--- src/rtl/bus_rx_queue.sv ---
// Serial bus frame receiver with a DEPTH-entry request FIFO and valid/ready output.
// Optional per-beat even parity checking is enabled by defining BUS_RX_PARITY_EN.
module bus_rx_queue #(
    parameter int BUS_W  = 8,
    parameter int ADDR_W = 16,
    parameter int DATA_W = 32,
    parameter int DEPTH  = 4
) (
    input  logic                       clk,
    input  logic                       reset,
    input  logic                       send,
    input  logic                       write_in,
    input  logic [BUS_W-1:0]           bus,
`ifdef BUS_RX_PARITY_EN
    input  logic                       bus_par,
    output logic                       err_parity,
`endif
    input  logic                       out_ready,
    output logic                       out_valid,
    output logic [ADDR_W-1:0]          addr_out,
    output logic [DATA_W-1:0]          data_out,
    output logic                       write,
    output logic                       read,
    output logic [$clog2(DEPTH+1)-1:0] count,
    output logic                       full,
    output logic                       err_short,
    output logic                       err_overrun,
    output logic                       err_drop
);

    localparam int FRAME_W = ADDR_W + DATA_W;
    localparam int BEATS   = (FRAME_W + BUS_W - 1) / BUS_W;
    localparam int SR_W    = BEATS * BUS_W;
    localparam int PTR_W   = $clog2(BEATS + 1);
    localparam int CNT_W   = $clog2(DEPTH + 1);
    localparam int AW      = $clog2(DEPTH);

    logic [PTR_W-1:0]   ptr;
    logic [SR_W-1:0]    sr;
    logic [FRAME_W-1:0] frame;
    logic               frame_bad;
    logic               at_end, capture, commit, pop, space, push;

    logic [ADDR_W-1:0]  addr_mem [DEPTH];
    logic [DATA_W-1:0]  data_mem [DEPTH];
    logic               op_mem   [DEPTH];
    logic [AW-1:0]      wr_ptr, rd_ptr;

    assign frame     = sr[FRAME_W-1:0];
    assign out_valid = (count != '0);
    assign full      = (count == CNT_W'(DEPTH));

    always_comb begin
        at_end  = (ptr == PTR_W'(BEATS));
        capture = send && !at_end;
        commit  = !send && (ptr != '0);
        pop     = out_valid && out_ready;
        // a pop on the commit edge frees a slot even when full
        space   = !full || pop;
        push    = commit && at_end && space && !frame_bad;
    end

    always_ff @(posedge clk or negedge reset) begin
        if (!reset) begin
            ptr <= '0;
            sr  <= '0;
        end else if (commit) begin
            ptr <= '0;
            sr  <= '0;
        end else if (capture) begin
            sr[ptr*BUS_W +: BUS_W] <= bus;
            ptr                    <= ptr + 1'b1;
        end
    end

`ifdef BUS_RX_PARITY_EN
    always_ff @(posedge clk or negedge reset) begin
        if (!reset) begin
            frame_bad  <= 1'b0;
            err_parity <= 1'b0;
        end else begin
            err_parity <= commit && frame_bad;
            if (commit)
                frame_bad <= 1'b0;
            else if (capture && (bus_par != ^bus))
                frame_bad <= 1'b1;
        end
    end
`else
    assign frame_bad = 1'b0;
`endif

    always_ff @(posedge clk or negedge reset) begin
        if (!reset) begin
            err_short   <= 1'b0;
            err_overrun <= 1'b0;
            err_drop    <= 1'b0;
        end else begin
            err_short   <= commit && !at_end && !frame_bad;
            err_overrun <= send && at_end;
            err_drop    <= commit && at_end && !space && !frame_bad;
        end
    end

    always_ff @(posedge clk or negedge reset) begin
        if (!reset) begin
            wr_ptr <= '0;
            rd_ptr <= '0;
            count  <= '0;
        end else begin
            if (push) wr_ptr <= wr_ptr + 1'b1;
            if (pop)  rd_ptr <= rd_ptr + 1'b1;
            case ({push, pop})
                2'b10:   count <= count + 1'b1;
                2'b01:   count <= count - 1'b1;
                default: count <= count;
            endcase
        end
    end

    // storage needs no reset: entries are only visible while counted
    always_ff @(posedge clk) begin
        if (push) begin
            addr_mem[wr_ptr] <= frame[FRAME_W-1:DATA_W];
            data_mem[wr_ptr] <= frame[DATA_W-1:0];
            op_mem[wr_ptr]   <= write_in;
        end
    end

    always_comb begin
        addr_out = '0;
        data_out = '0;
        write    = 1'b0;
        read     = 1'b0;
        if (out_valid) begin
            addr_out = addr_mem[rd_ptr];
            data_out = data_mem[rd_ptr];
            write    = op_mem[rd_ptr];
            read     = !op_mem[rd_ptr];
        end
    end

endmodule

--- config.mk ---
export PLATFORM = sky130hd
export DESIGN_NAME = bus_rx_queue
export DESIGN_NICKNAME = d
export VERILOG_FILES = /design/src/rtl/bus_rx_queue.sv
export SDC_FILE = /design/constraint.sdc
export NUM_CORES = 1
export LEC_CHECK = 0
export BUFFER_PORTS_ARGS = -buffer_cell sky130_fd_sc_hd__buf_2
export CORE_AREA = 2 2 130 132
export DETAILED_ROUTE_END_ITERATION = 7
export DIE_AREA = 0 0 132 134
export PLACE_DENSITY = 0.95
export SKIP_CTS_REPAIR_TIMING = 1
export SYNTH_ARGS = -nofsm -noshare
export SYNTH_HDL_FRONTEND = slang
export SYNTH_SLANG_ARGS = --single-unit
export TNS_END_PERCENT = 50
--- constraint.sdc ---
create_clock -name clk -period 5.74 [get_ports clk]
set_input_delay 1.148 -clock clk [delete_from_list [all_inputs] [get_ports clk]]
set_output_delay 1.148 -clock clk [all_outputs]
set_load 0.05 [all_outputs]
==> results summary <==
The run finished with clean final reports. The routed design could run at a clock period as short as 3813 ps. Combinational logic burns 35.5% of the power. By count the netlist is led by sky130_fd_sc_hd__edfxtp_1, sky130_fd_sc_hd__dfrtp_1, sky130_fd_sc_hd__and2_1. The actual slew at the worst max-slew pin is 1020 ps.

The per-cell via count in the routed design came out at 6.423. The die covers 0.01769 sq mm. The post-route DRC violation count is 0. Clock tree synthesis found a total of 257 sinks. The placeable core region came out at 0.01629 sq mm.

The die is 134 um tall. The routed length per instance is 24.16 um. The total iterations of the first detailed-routing run is 5. The most frequently used flop master after synthesis is sky130_fd_sc_hd__edfxtp_1.

The portion of synthesized cell area occupied by the leading cell type is 57.44%. Compared with the post-synthesis result, the final layout area differs by 12.22%. The initial antenna violation count is 0. The post-synthesis instance area is 0.01025 sq mm. The kind of cell with the highest combined delay along the critical path is flip-flops. The number of setup violations in the final report came out at 0. The required arrival time at the worst endpoint is 4590 ps. The internal power of the cells came out at 3763 uW.

The switching power came out at 2385 uW. The startpoint identified for the worst hold timing path is frame[11]$_DFFE_PN0P_. The clock network fraction of total power came out at 23.3%.

The overall power consumption is 6147 uW. The maximum fanout encountered on the critical timing path came out at 51. The die span in x came out at 132 um. For hold timing, the worst endpoint is data_mem[2][11]$_DFFE_PP_. The share of flip-flops with an asynchronous set or reset came out at 23.74%. CTS built an H-tree with a depth of 1. Clock-pin slew was measured on the worst setup and hold paths at 60 ps. The number of nets in the synthesized netlist is 581. The post-synthesis sequential area ratio is 72.33%. The switching share of total power came out at 38.79%.

The class of the most critical setup path is reg -> out. The worst setup path is launched from a flop. After detailed routing, the total wire length is 20970 um.

The wire length of the first global-routing pass came out at 32800 um. The count of antenna diodes in the layout came out at 0. The pin count of the biggest net entering global routing came out at 62.

For the worst flop-to-flop path, the logic depth is 7. The sum of overflow across all layers after global routing is 0. The iteration-0 DRC count of the detailed router came out at 533. The area of the multi-input gates is 0.002669 sq mm.

After synthesis, the cell types taking the most area are sky130_fd_sc_hd__edfxtp_1, sky130_fd_sc_hd__dfrtp_1, sky130_fd_sc_hd__mux4_2, sky130_fd_sc_hd__and2_1, sky130_fd_sc_hd__a22o_1. The power density over the cells is 534.6 mW/mm^2. The worst min-delay path category is reg -> reg. The capture instance of the worst register-to-register path is data_mem[2][30]$_DFFE_PP_. Counting every instance in the synthesized netlist gives 558. The startpoint of the lowest-slack register-to-register path is ptr[0]$_DFFE_PN0P_. The number of buffer and inverter instances along the worst setup path is 1. Setup repair after global routing left no endpoint under its margin.

The number of buffer cells added on primary ports is 70. The number of pins with negative max-slew slack in the final report was 0. The number of enable flip-flop cells after synthesis is 196. The number of register bits inferred by synthesis came out at 257.

The cell with the most instances after synthesis is sky130_fd_sc_hd__edfxtp_1. In this run the count of I/O pins placed on the die edge is 71. The storage element area came out at 0.007417 sq mm. The sum of negative setup slack is 0 ps. The number of max-cap violations came out at 0. The largest voltage drop on the vdd net is 0.0003948 V. The maximum clock skew at final layout is 10.62 ps. The largest total area in the synthesized netlist belongs to sky130_fd_sc_hd__edfxtp_1. The number of buffers added by the clock tree synthesis step is 23. The proportion of power drawn by flip-flops and latches is 41.2%. The latest clock arrival within the worst-skew pair came out at 510 ps. The number of nets in the final layout came out at 655.

The placement row count came out at 47. The hold violation count in the final report came to 0. Routability-driven placement finished with a final weighted congestion of 0.8961. The delay of the slowest critical-path stage came out at 1100 ps.

The fraction of layout cells with a size suffix above 1 came out at 27.16%. Cells fill 70.60% of the core in the end. The root buffer cell chosen for the clock tree is sky130_fd_sc_hd__clkbuf_16. In this run the tightest slew margin relative to its limit is 32.03%.

The initial core utilization is 62.91%. The number of different library cells in the post-synthesis netlist is 51. The aggregate global-route resource usage is 24.43%. TritonCTS built the clock tree. Traced cell by cell, the critical path runs through mux4_2 > and2_1 > buf_2. The final antenna-violating net count came out at 0.

Dividing the final minimum period by the clock period gives 66.44%. The maximum clock insertion buffer count came out at 3. Across all layers, the routed design uses 5575 vias.

The average instance in the mapped netlist occupies 18.36 sq um. The fill cell instance count of the final layout came out at 936. The register-to-register path setup slack is 2230 ps.

The via count of the first global-routing pass came out at 5762. The post-detailed-placement half-perimeter wirelength is 12620 um. The largest individual stage delay along the critical path comes from the cell sky130_fd_sc_hd__dfrtp_4.

The cell depth of the worst hold path is 0. The arrival time at the worst endpoint is 2670 ps. STA classifies the critical path endpoint as a primary output.

For this run, the top clock speed supported by timing is 0.2622 GHz. The Yosys warning count is 0. The reported leakage power came out at 0.004400 uW.
==> routing by layer <==
layer,vias up,global-route usage (%),wire (um)
met2,271,41.52,10790
li1,2357,-,-
met1,2901,32.88,8095
met5,-,0,0
met3,46,3.893,1581
met4,0,8.454,504
==> flip-flops by register name (all words and copies together) (netlist names) <==
name,cells
addr_mem,64
count,3
data_mem,128
err_drop,1
err_overrun,1
err_short,1
frame,48
op_mem,4
ptr,3
rd_ptr,2
wr_ptr,2
==> placed cells by master (no fill, tap or decap), types with 3 or more instances in the layout <==
cell type                   count
sky130_fd_sc_hd__nand2_1       20
sky130_fd_sc_hd__buf_4          7
sky130_fd_sc_hd__and2b_1        3
sky130_fd_sc_hd__o21ai_1        5
sky130_fd_sc_hd__edfxtp_1     196
sky130_fd_sc_hd__clkinv_2       4
sky130_fd_sc_hd__clkbuf_1       8
sky130_fd_sc_hd__and2_2         4
sky130_fd_sc_hd__xnor2_1        5
sky130_fd_sc_hd__o21ai_0        6
sky130_fd_sc_hd__mux4_2        49
sky130_fd_sc_hd__ha_1           9
sky130_fd_sc_hd__inv_1         10
sky130_fd_sc_hd__dfrtp_1       59
sky130_fd_sc_hd__a22o_1        25
sky130_fd_sc_hd__a32o_1        11
sky130_fd_sc_hd__buf_2         70
sky130_fd_sc_hd__clkbuf_16     23
sky130_fd_sc_hd__or3_1          8
sky130_fd_sc_hd__nor3_1         4
sky130_fd_sc_hd__nor2_1         7
sky130_fd_sc_hd__nand3_1       14
sky130_fd_sc_hd__mux2i_1        4
sky130_fd_sc_hd__and2_1        50
sky130_fd_sc_hd__and3_1         3
==> cell type report <==
class / count / share of cell area [%]
sequential: 257 / 64.50
multi-input combinational: 263 / 23.21
clock buffer: 33 / 5.505
timing repair buffer: 77 / 3.503
tap: 220 / 2.394
clock inverter: 8 / 0.5658
inverter: 10 / 0.3264
==> power by group through the flow <==
stage          Combinational, uW  Clock, uW  Sequential (uW)
6_report                    2180       1430             2530
2_1_floorplan               1820          0             2390
3_5_place_dp                2160          0             2570
5_1_grt                     2300       1530             2570
3_3_place_gp                2100          0             2540
4_1_cts                     2190       1450             2530
==> cell families (layout without fill, tap and decap cells) <==
family,count (synthesis),count (layout),share of synthesized area (%)
AOI/OAI and AO/OA,61,61,4.872
DFF,257,257,72.33
muxes,54,54,11.27
xor gates and xnor gates,5,5,0.4273
buffers and inverters,38,128,1.673
adders and majority gates,10,10,1.294
and+or+nand+nor,133,133,8.132
==> through the flow <==
stage / std cells / hold slack, ps / setup WS, ps / cell area [sq um]
after floorplan: 558 / 475.8 / 2425 / 10250
after global placement: 827 / 487.4 / 2354 / 10800
after detailed placement: 827 / 500.1 / 2273 / 10800
after CTS: 868 / 508.9 / 1866 / 11500
after global routing: 868 / 534.4 / 1746 / 11500
final: 868 / 514.7 / 1927 / 11500
==> how the worst max path moves through the flow <==
| stage | slack (ps) | from | end | cells past startpoint |
|---|---|---|---|---|
| after floorplan | 2430 | send | addr_mem[0][0]$_DFFE_PP_ | 3 |
| after global placement | 2350 | send | data_mem[1][28]$_DFFE_PP_ | 5 |
| after detailed placement | 2270 | send | data_mem[1][15]$_DFFE_PP_ | 5 |
| after CTS | 1870 | rd_ptr[0]$_DFFE_PN0P_ | write | 3 |
| after global routing | 1750 | rd_ptr[0]$_DFFE_PN0P_ | data_out[9] | 3 |
| final | 1930 | rd_ptr[0]$_DFFE_PN0P_ | write | 3 |
No activity file was read; power rests on OpenSTA's default activity.
